--- config.mk ---
export PLATFORM = sky130hd
export DESIGN_NAME = lambda_rr_sched
export DESIGN_NICKNAME = d
export VERILOG_FILES = /design/src/rtl/lambda_rr_sched.sv
export SDC_FILE = /design/constraint.sdc
export NUM_CORES = 1
export LEC_CHECK = 0
export CAP_MARGIN = 30
export CELL_PAD_IN_SITES_DETAIL_PLACEMENT = 0
export CELL_PAD_IN_SITES_GLOBAL_PLACEMENT = 1
export CORE_MARGIN = 3
export CORE_UTILIZATION = 39
export DETAILED_ROUTE_END_ITERATION = 6
export GPL_ROUTABILITY_DRIVEN = 0
export MAX_ROUTING_LAYER = met4
export PLACE_DENSITY_LB_ADDON = 0.08
export SLEW_MARGIN = 20
export SYNTH_ARGS = -nofsm -noshare
export SYNTH_HDL_FRONTEND = slang
export SYNTH_SLANG_ARGS = --single-unit
--- constraint.sdc ---
create_clock -name clk -period 6.8 [get_ports clk]
set_input_delay 1.36 -clock clk [delete_from_list [all_inputs] [get_ports clk]]
set_output_delay 1.36 -clock clk [all_outputs]
set_load 0.02 [all_outputs]
--- src/rtl/lambda_rr_sched.sv ---
// Frame-locked round-robin scheduler that shares one lambda = mag - rho*phi datapath
// between NUM_REQ requesters. Results pass through a one-deep output register.
module lambda_rr_sched #(
    parameter int unsigned NUM_REQ   = 2,
    parameter int unsigned MAX_BEATS = 256,
    parameter logic [7:0]  RHO_RST   = 8'h40
) (
    input  logic                  clk,
    input  logic                  rst,
    input  logic [NUM_REQ-1:0]    req_valid_i,
    output logic [NUM_REQ-1:0]    req_ready_o,
    input  logic [NUM_REQ-1:0]    req_last_i,
    input  logic [NUM_REQ*16-1:0] req_mag_i,
    input  logic [NUM_REQ*16-1:0] req_phi_i,
    input  logic                  cfg_we_i,
    input  logic [1:0]            cfg_sel_i,
    input  logic [7:0]            cfg_rho_i,
    output logic                  out_valid_o,
    input  logic                  out_ready_i,
    output logic [15:0]           out_lambda_o,
    output logic [1:0]            out_id_o,
    output logic                  out_last_o,
    output logic                  err_overrun_o
);

    localparam int unsigned CntW = (MAX_BEATS > 2) ? $clog2(MAX_BEATS) : 1;

    typedef enum logic [0:0] {StIdle, StBusy} state_e;

    state_e            state_q, state_d;
    logic [1:0]        grant_q, grant_d;
    logic [1:0]        rr_q, rr_d;
    logic [CntW-1:0]   cnt_q, cnt_d;
    logic [7:0]        active_rho_q, active_rho_d;
    logic [7:0]        rho_q [4];

    logic              out_valid_q, out_valid_d;
    logic [15:0]       out_lambda_q, out_lambda_d;
    logic [1:0]        out_id_q, out_id_d;
    logic              out_last_q, out_last_d;
    logic              err_q, err_d;

    // Pad per-requester buses to four lanes so a 2-bit index is always in range.
    logic [3:0]        valid_pad, last_pad, ready_pad;
    logic [63:0]       mag_pad, phi_pad;
    logic [15:0]       mag_sel, phi_sel;
    logic signed [23:0] prod;
    logic [15:0]       lambda;
    logic              xfer, forced;

    assign valid_pad = 4'(req_valid_i);
    assign last_pad  = 4'(req_last_i);
    assign mag_pad   = 64'(req_mag_i);
    assign phi_pad   = 64'(req_phi_i);
    assign mag_sel   = mag_pad[{grant_q, 4'b0000} +: 16];
    assign phi_sel   = phi_pad[{grant_q, 4'b0000} +: 16];

    // Q1.7 * Q6.10 -> Q7.17; bits [22:7] are the Q6.10 product, wrapping on overflow.
    assign prod   = $signed(active_rho_q) * $signed(phi_sel);
    assign lambda = mag_sel - 16'(prod >>> 7);

    assign req_ready_o = ready_pad[NUM_REQ-1:0];

    always_comb begin
        logic       found;
        logic [1:0] cand;
        state_d      = state_q;
        grant_d      = grant_q;
        rr_d         = rr_q;
        cnt_d        = cnt_q;
        active_rho_d = active_rho_q;
        ready_pad    = '0;
        xfer         = 1'b0;
        forced       = 1'b0;
        found        = 1'b0;
        cand         = '0;

        unique case (state_q)
            StIdle: begin
                for (int i = 0; i < int'(NUM_REQ); i++) begin
                    cand = 2'((int'(rr_q) + i) % int'(NUM_REQ));
                    if (!found && valid_pad[cand]) begin
                        found   = 1'b1;
                        grant_d = cand;
                    end
                end
                if (found) begin
                    active_rho_d = rho_q[grant_d];
                    state_d      = StBusy;
                end
            end
            StBusy: begin
                ready_pad[grant_q] = !out_valid_q || out_ready_i;
                xfer = ready_pad[grant_q] && valid_pad[grant_q];
                if (xfer) begin
                    cnt_d = cnt_q + CntW'(1);
                    if (last_pad[grant_q] || (cnt_q == CntW'(MAX_BEATS - 1))) begin
                        forced  = !last_pad[grant_q];
                        state_d = StIdle;
                        rr_d    = (grant_q == 2'(NUM_REQ - 1)) ? 2'd0 : grant_q + 2'd1;
                        cnt_d   = '0;
                    end
                end
            end
            default: state_d = StIdle;
        endcase
    end

    always_comb begin
        out_valid_d  = out_valid_q;
        out_lambda_d = out_lambda_q;
        out_id_d     = out_id_q;
        out_last_d   = out_last_q;
        err_d        = err_q | forced;
        if (xfer) begin
            out_valid_d  = 1'b1;
            out_lambda_d = lambda;
            out_id_d     = grant_q;
            out_last_d   = last_pad[grant_q] | forced;
        end else if (out_ready_i) begin
            out_valid_d = 1'b0;
        end
    end

    always_ff @(posedge clk or posedge rst) begin
        if (rst) begin
            state_q      <= StIdle;
            grant_q      <= '0;
            rr_q         <= '0;
            cnt_q        <= '0;
            active_rho_q <= RHO_RST;
            out_valid_q  <= 1'b0;
            out_lambda_q <= '0;
            out_id_q     <= '0;
            out_last_q   <= 1'b0;
            err_q        <= 1'b0;
        end else begin
            state_q      <= state_d;
            grant_q      <= grant_d;
            rr_q         <= rr_d;
            cnt_q        <= cnt_d;
            active_rho_q <= active_rho_d;
            out_valid_q  <= out_valid_d;
            out_lambda_q <= out_lambda_d;
            out_id_q     <= out_id_d;
            out_last_q   <= out_last_d;
            err_q        <= err_d;
        end
    end

    always_ff @(posedge clk or posedge rst) begin
        if (rst) begin
            for (int i = 0; i < 4; i++) begin
                rho_q[i] <= RHO_RST;
            end
        end else if (cfg_we_i && ({1'b0, cfg_sel_i} < 3'(NUM_REQ))) begin
            rho_q[cfg_sel_i] <= cfg_rho_i;
        end
    end

    assign out_valid_o   = out_valid_q;
    assign out_lambda_o  = out_lambda_q;
    assign out_id_o      = out_id_q;
    assign out_last_o    = out_last_q;
    assign err_overrun_o = err_q;

endmodule

Yosys cells after proc, flatten, opt, wreduce, memory -nomap -nowiden
Index checks and enable logic that the tools add are counted. W data, S select, Z words.

Register bits: 73. Input bits: 82. Output and inout port bits: 23. Word-level logic and storage cells: 90.

$add $sub $neg: 4. Multiply operators: 1. Magnitude comparators: 8. Eq/ne operators: 2. Shift-type cells: 2. Multiplexer cells: 38. Bitwise logic cells: 7. Reductions and logical operators: 14.

Operator list (count): $shiftx A64 B7 Y16 (2); $bwmux W32 (1); $mux W8 (4); $mul A8 B16 Y23 (1); $mux W1 (21); $bmux W8 S2 (1); $demux W8 S2 (1); $sub A16 B16 Y16 (1); $add A8 B1 Y8 const B (1); $bmux W1 S2 (4); $eq A8 B8 Y1 const B (1); $mux W2 (4); $ge A3 B3 Y1 const B (2); $lt A2 B3 Y1 const B (2); $not A2 Y3 (2); $logic_and A1 B1 Y1 (5); $and A4 B4 Y4 (1); $reduce_and A2 Y1 (2); $logic_not A1 Y1 (3); $lt A1 B3 Y1 const B (1); $lt A3 B1 Y1 const B (1); $reduce_and A3 Y1 (1); $add A1 B1 Y1 const B (2); $demux W1 S2 (1); other kinds (9) (11).

Depth between registers and ports, before layout
Depth in word-level cells: 12. Gate-level depth with buffers: 30. Depth with buffers taken out: 28.

Worst setup path after synthesis
Ideal clock, no wire load.

Path kind: input port to flip-flop. Start: in req_phi_i[17]. End: reg out_lambda_q[15], in the netlist out_lambda_o[15]. Setup time: 130 ps. Arrival: 6950 ps. Data required time: 6670 ps. Slack: -280 ps. Stages on the path: 27. Path buffers: 0. Path through: mux2i_1 nor2_1 nand2_1 fa_1 fa_1 inv_1 fa_1 inv_1 fa_1 inv_1 ha_1 nand3_1 o211ai_2 a41oi_2 o21bai_1 a21o_1 a21o_1 a21oi_1 xor2_1 ha_1 o211ai_1 a21oi_1 nor3_2 o41ai_2 a31oi_1 xnor3_1 o21ai_1.

Cells in the longest elaborated chain, start to end: 3.

RTL lines: from (decl) (RTL line 14) `input logic [NUM_REQ*16-1:0] req_phi_i,`; $shiftx A64 B7 Y16 (RTL line 56) `assign phi_sel = phi_pad[{grant_q, 4'b0000} +: 16];`; $mul A8 B16 Y23 (RTL line 59) `assign prod = $signed(active_rho_q) * $signed(phi_sel);`; $sub A16 B16 Y16 (RTL line 60) `assign lambda = mag_sel - 16'(prod >>> 7);`; to (signal assigned) (RTL line 144) `out_lambda_q <= out_lambda_d;`; to (decl) (RTL line 38) `logic [15:0] out_lambda_q, out_lambda_d;`.

Every way passes these cells. A chain may end at the register's enable or synchronous reset.

Worst setup path after layout
Start: in req_phi_i[25]. End: reg out_lambda_q[15], in the netlist out_lambda_o[15].

Same word-level chain as after synthesis.

==> flow_summary.toml <==
[route]
dr.pass1.iters = 6
wl_um = 19800
via_per_inst = 4.86
ant_nets = 0
drc = 0
drt_iter0_drc = 194
vias = 6404
avgRoutedWirePerCell_um = 15.0

[logic_synthesis]
synth_area_leaders = "fa_1, dfrtp_1, ha_1, and2_1, inv_1"
synth_ff_type = "dfrtp_1"
synthCells = 825
synth.distinct_cells = 55
synth-edff-count = 0
synth_seq_cells = 57
yosysMostFrequentCell = "inv_1"
netlist.area_leader.share_pct = 25.9
avgSynthCellArea_um2 = 9.28
netlist_area_um2 = 7660
yosysTopAreaCell = "fa_1"
synth_commonest_cells = "inv_1, fa_1, and2_1"
ys_async_sr_fraction_pct = 100
synth-seq-area-share_pct = 18.7
synth_nets = 1063
synth_warnings = 0

[sta]
setup_viol = 2
hold_viol_final = 0
worstMarginPinSlew_ns = 0.707
rsz0062_at_grt = "yes"
fin_ws_ns = -0.0782
maxSlewViolCount = 0
relSlewSlack_pct = 52.7
finalCriticalPeriod_ns = 6.88
finClkSkew_ns = 0.00802
fin_crit_sh_pct = 101
clock.fmax_mhz = 145

[critical_path]
critical_path_class = "in -> reg"
slowest_delay_ns = 0.54
arrival_ns = 7.08
cp.required_ns = 7.01
cp_slowest_cell = "fa_1"
crit_fanout = 4
critPathMostFrequentCell = "inv_2"
end_kind = "flip-flop"
cp-start-kind = "primary input"

[global_route]
antenna_found_initial = 0
grt_pass1_wl_um = 33100
grt_max_degree = 38
grt_pass1_vias = 6870
track_usage_pct = 19.4
overflow = 0

[die]
initial_core_util_pct = 40.3
die-area_um2 = 21400
pin_count = 105
die_h_um = 146
core_area_um2 = 19000
fp.dieW_um = 146
rows = 50

[cells_and_area]
fin_nets = 1290
diodes = 0
fin_util_pct = 57.2
syn_to_final_growth_pct = 42.0
postLayoutCellArea_um2 = 10900
drive_above_1_share_pct = 31.2
fin_cells = 1317

[placement]
placed_cell_area_um2 = 9700
dp.cells = 1262
io_buffers = 104
dpl.hpwl_um = 15800

[run_status]
status = "finished, violations left"
violations = "setup timing"

[cts]
cts.sinks = 57
clock_latency_ns = 0.33
cts_root_buffer = "clkbuf_16"
ctsHoldBuffers = 0
cts_max_level = 3
cts_made_buffers = 9
clock_path_buffers = 2
clkSlewWorstSetupHoldPaths_ns = 0.06
cts_tree = "built"

[run]
maxCapViolations = 0

[min_path]
hp-class = "reg -> reg"
-- repair_timing --
item / 4_1_cts / 5_1_grt
pin swaps: 61 / 85
setup endpoints to repair: 10 / 8
endpoints found under the hold margin: 0 / 0
gates resized for setup: 109 / 118
setup buffers: 23 / 16
-- registers in the layout, summed over array words and instances, names as in the netlist --
name,count
out_valid_o,1
out_id_o,2
rr_q,1
active_rho_q,8
grant_q,2
cnt_q,8
out_lambda_o,16
rho_q,16
state_q,1
out_last_o,1
err_overrun_o,1
-- critical path: cells and delay by family --
family          cells  cell delay (ns)
buf+inv             7             0.69
compound gates     10             1.59
xor+xnor            2             0.36
mux                 1             0.14
simple gates        4             0.56
fa+ha+maj           6             2.39
-- layer usage --
layer | GRT usage [%] | wire (µm) | share of wire, % | up-vias
li1 | - | - | - | 3093
met1 | 23.8 | 8360 | 42 | 3207
met2 | 34.8 | 10700 | 54 | 86
met3 | 2.27 | 504 | 2.5 | 18
met4 | 3.43 | 181 | 0.91 | 0
met5 | - | 0 | 0 | -
-- worst paths after layout --
path                            cells after the start          endpoint  slack [ns]          start
worst min register to register                      1     err_overrun_o        0.47  err_overrun_o
max in group asynchronous                           3   active_rho_q[6]        4.55            rst
worst max register to register                     28  out_lambda_o[15]        0.13     grant_q[0]
worst min-delay path                                1     err_overrun_o        0.47  err_overrun_o
min in group asynchronous                           2          cnt_q[0]        1.38            rst
worst max-delay path                               30  out_lambda_o[15]       -0.08  req_phi_i[25]
-- cells by family (layout without fill, tap and decap cells) --
kind of cell	after synthesis	in the layout	synth area share, %
buffers and inverters	155	387	7.71
DFF	57	57	18.7
xor gates and xnor gates	33	33	3.95
muxes	61	61	8.30
AOI/OAI and AO/OA	104	104	8.79
and+or+nand+nor	259	259	17.4
adders and majority gates	156	156	35.2
-- cell usage in the layout, fill, tap and decap left out, types with 6 or more instances in the layout --
| master | Yosys | layout |
|---|---|---|
| dfrtp_1 | 54 | 52 |
| clkbuf_16 | 0 | 9 |
| nand2_1 | 62 | 56 |
| xnor2_1 | 22 | 18 |
| clkdlybuf4s50_1 | 0 | 77 |
| inv_1 | 133 | 110 |
| buf_4 | 1 | 117 |
| mux2_2 | 20 | 20 |
| ha_1 | 57 | 43 |
| nand2b_1 | 8 | 7 |
| and2_1 | 94 | 75 |
| mux2i_1 | 41 | 32 |
| xor2_1 | 10 | 10 |
| a21o_1 | 8 | 8 |
| nor2_1 | 54 | 41 |
| and2_4 | 0 | 18 |
| nor3_1 | 6 | 6 |
| nor2_2 | 0 | 7 |
| o21ai_0 | 44 | 38 |
| fa_1 | 99 | 94 |
| clkbuf_2 | 0 | 9 |
| and3_1 | 9 | 7 |
| inv_2 | 0 | 23 |
| a21oi_2 | 2 | 14 |
| ha_4 | 0 | 12 |
| nor2_4 | 0 | 6 |
| buf_6 | 0 | 24 |
-- stage by stage --
step | setup TNS (ns) | hold WS (ns) | setup WS [ns]
floorplan | 0 | 0.450 | 0.0186
global placement | -6.13 | 0.457 | -0.743
detailed placement | -6.85 | 0.457 | -0.855
CTS | -0.0497 | 0.475 | -0.0497
global route | -1.35 | 0.502 | -0.404
finish | -0.101 | 0.473 | -0.0782
-- layout make-up --
type	instances	area, µm²
Sequential cell	57	1430
Clock buffer	9	225
Timing Repair Buffer	238	2090
Multi-Input combinational cell	613	6220
Inverter	133	499
Tap cell	260	325
Fill cell	1775	8150
Clock inverter	7	77.6
Power is left out: the tool's default activity adds up to more than one toggle a clock period on the data nets, which glitch-free logic cannot reach.
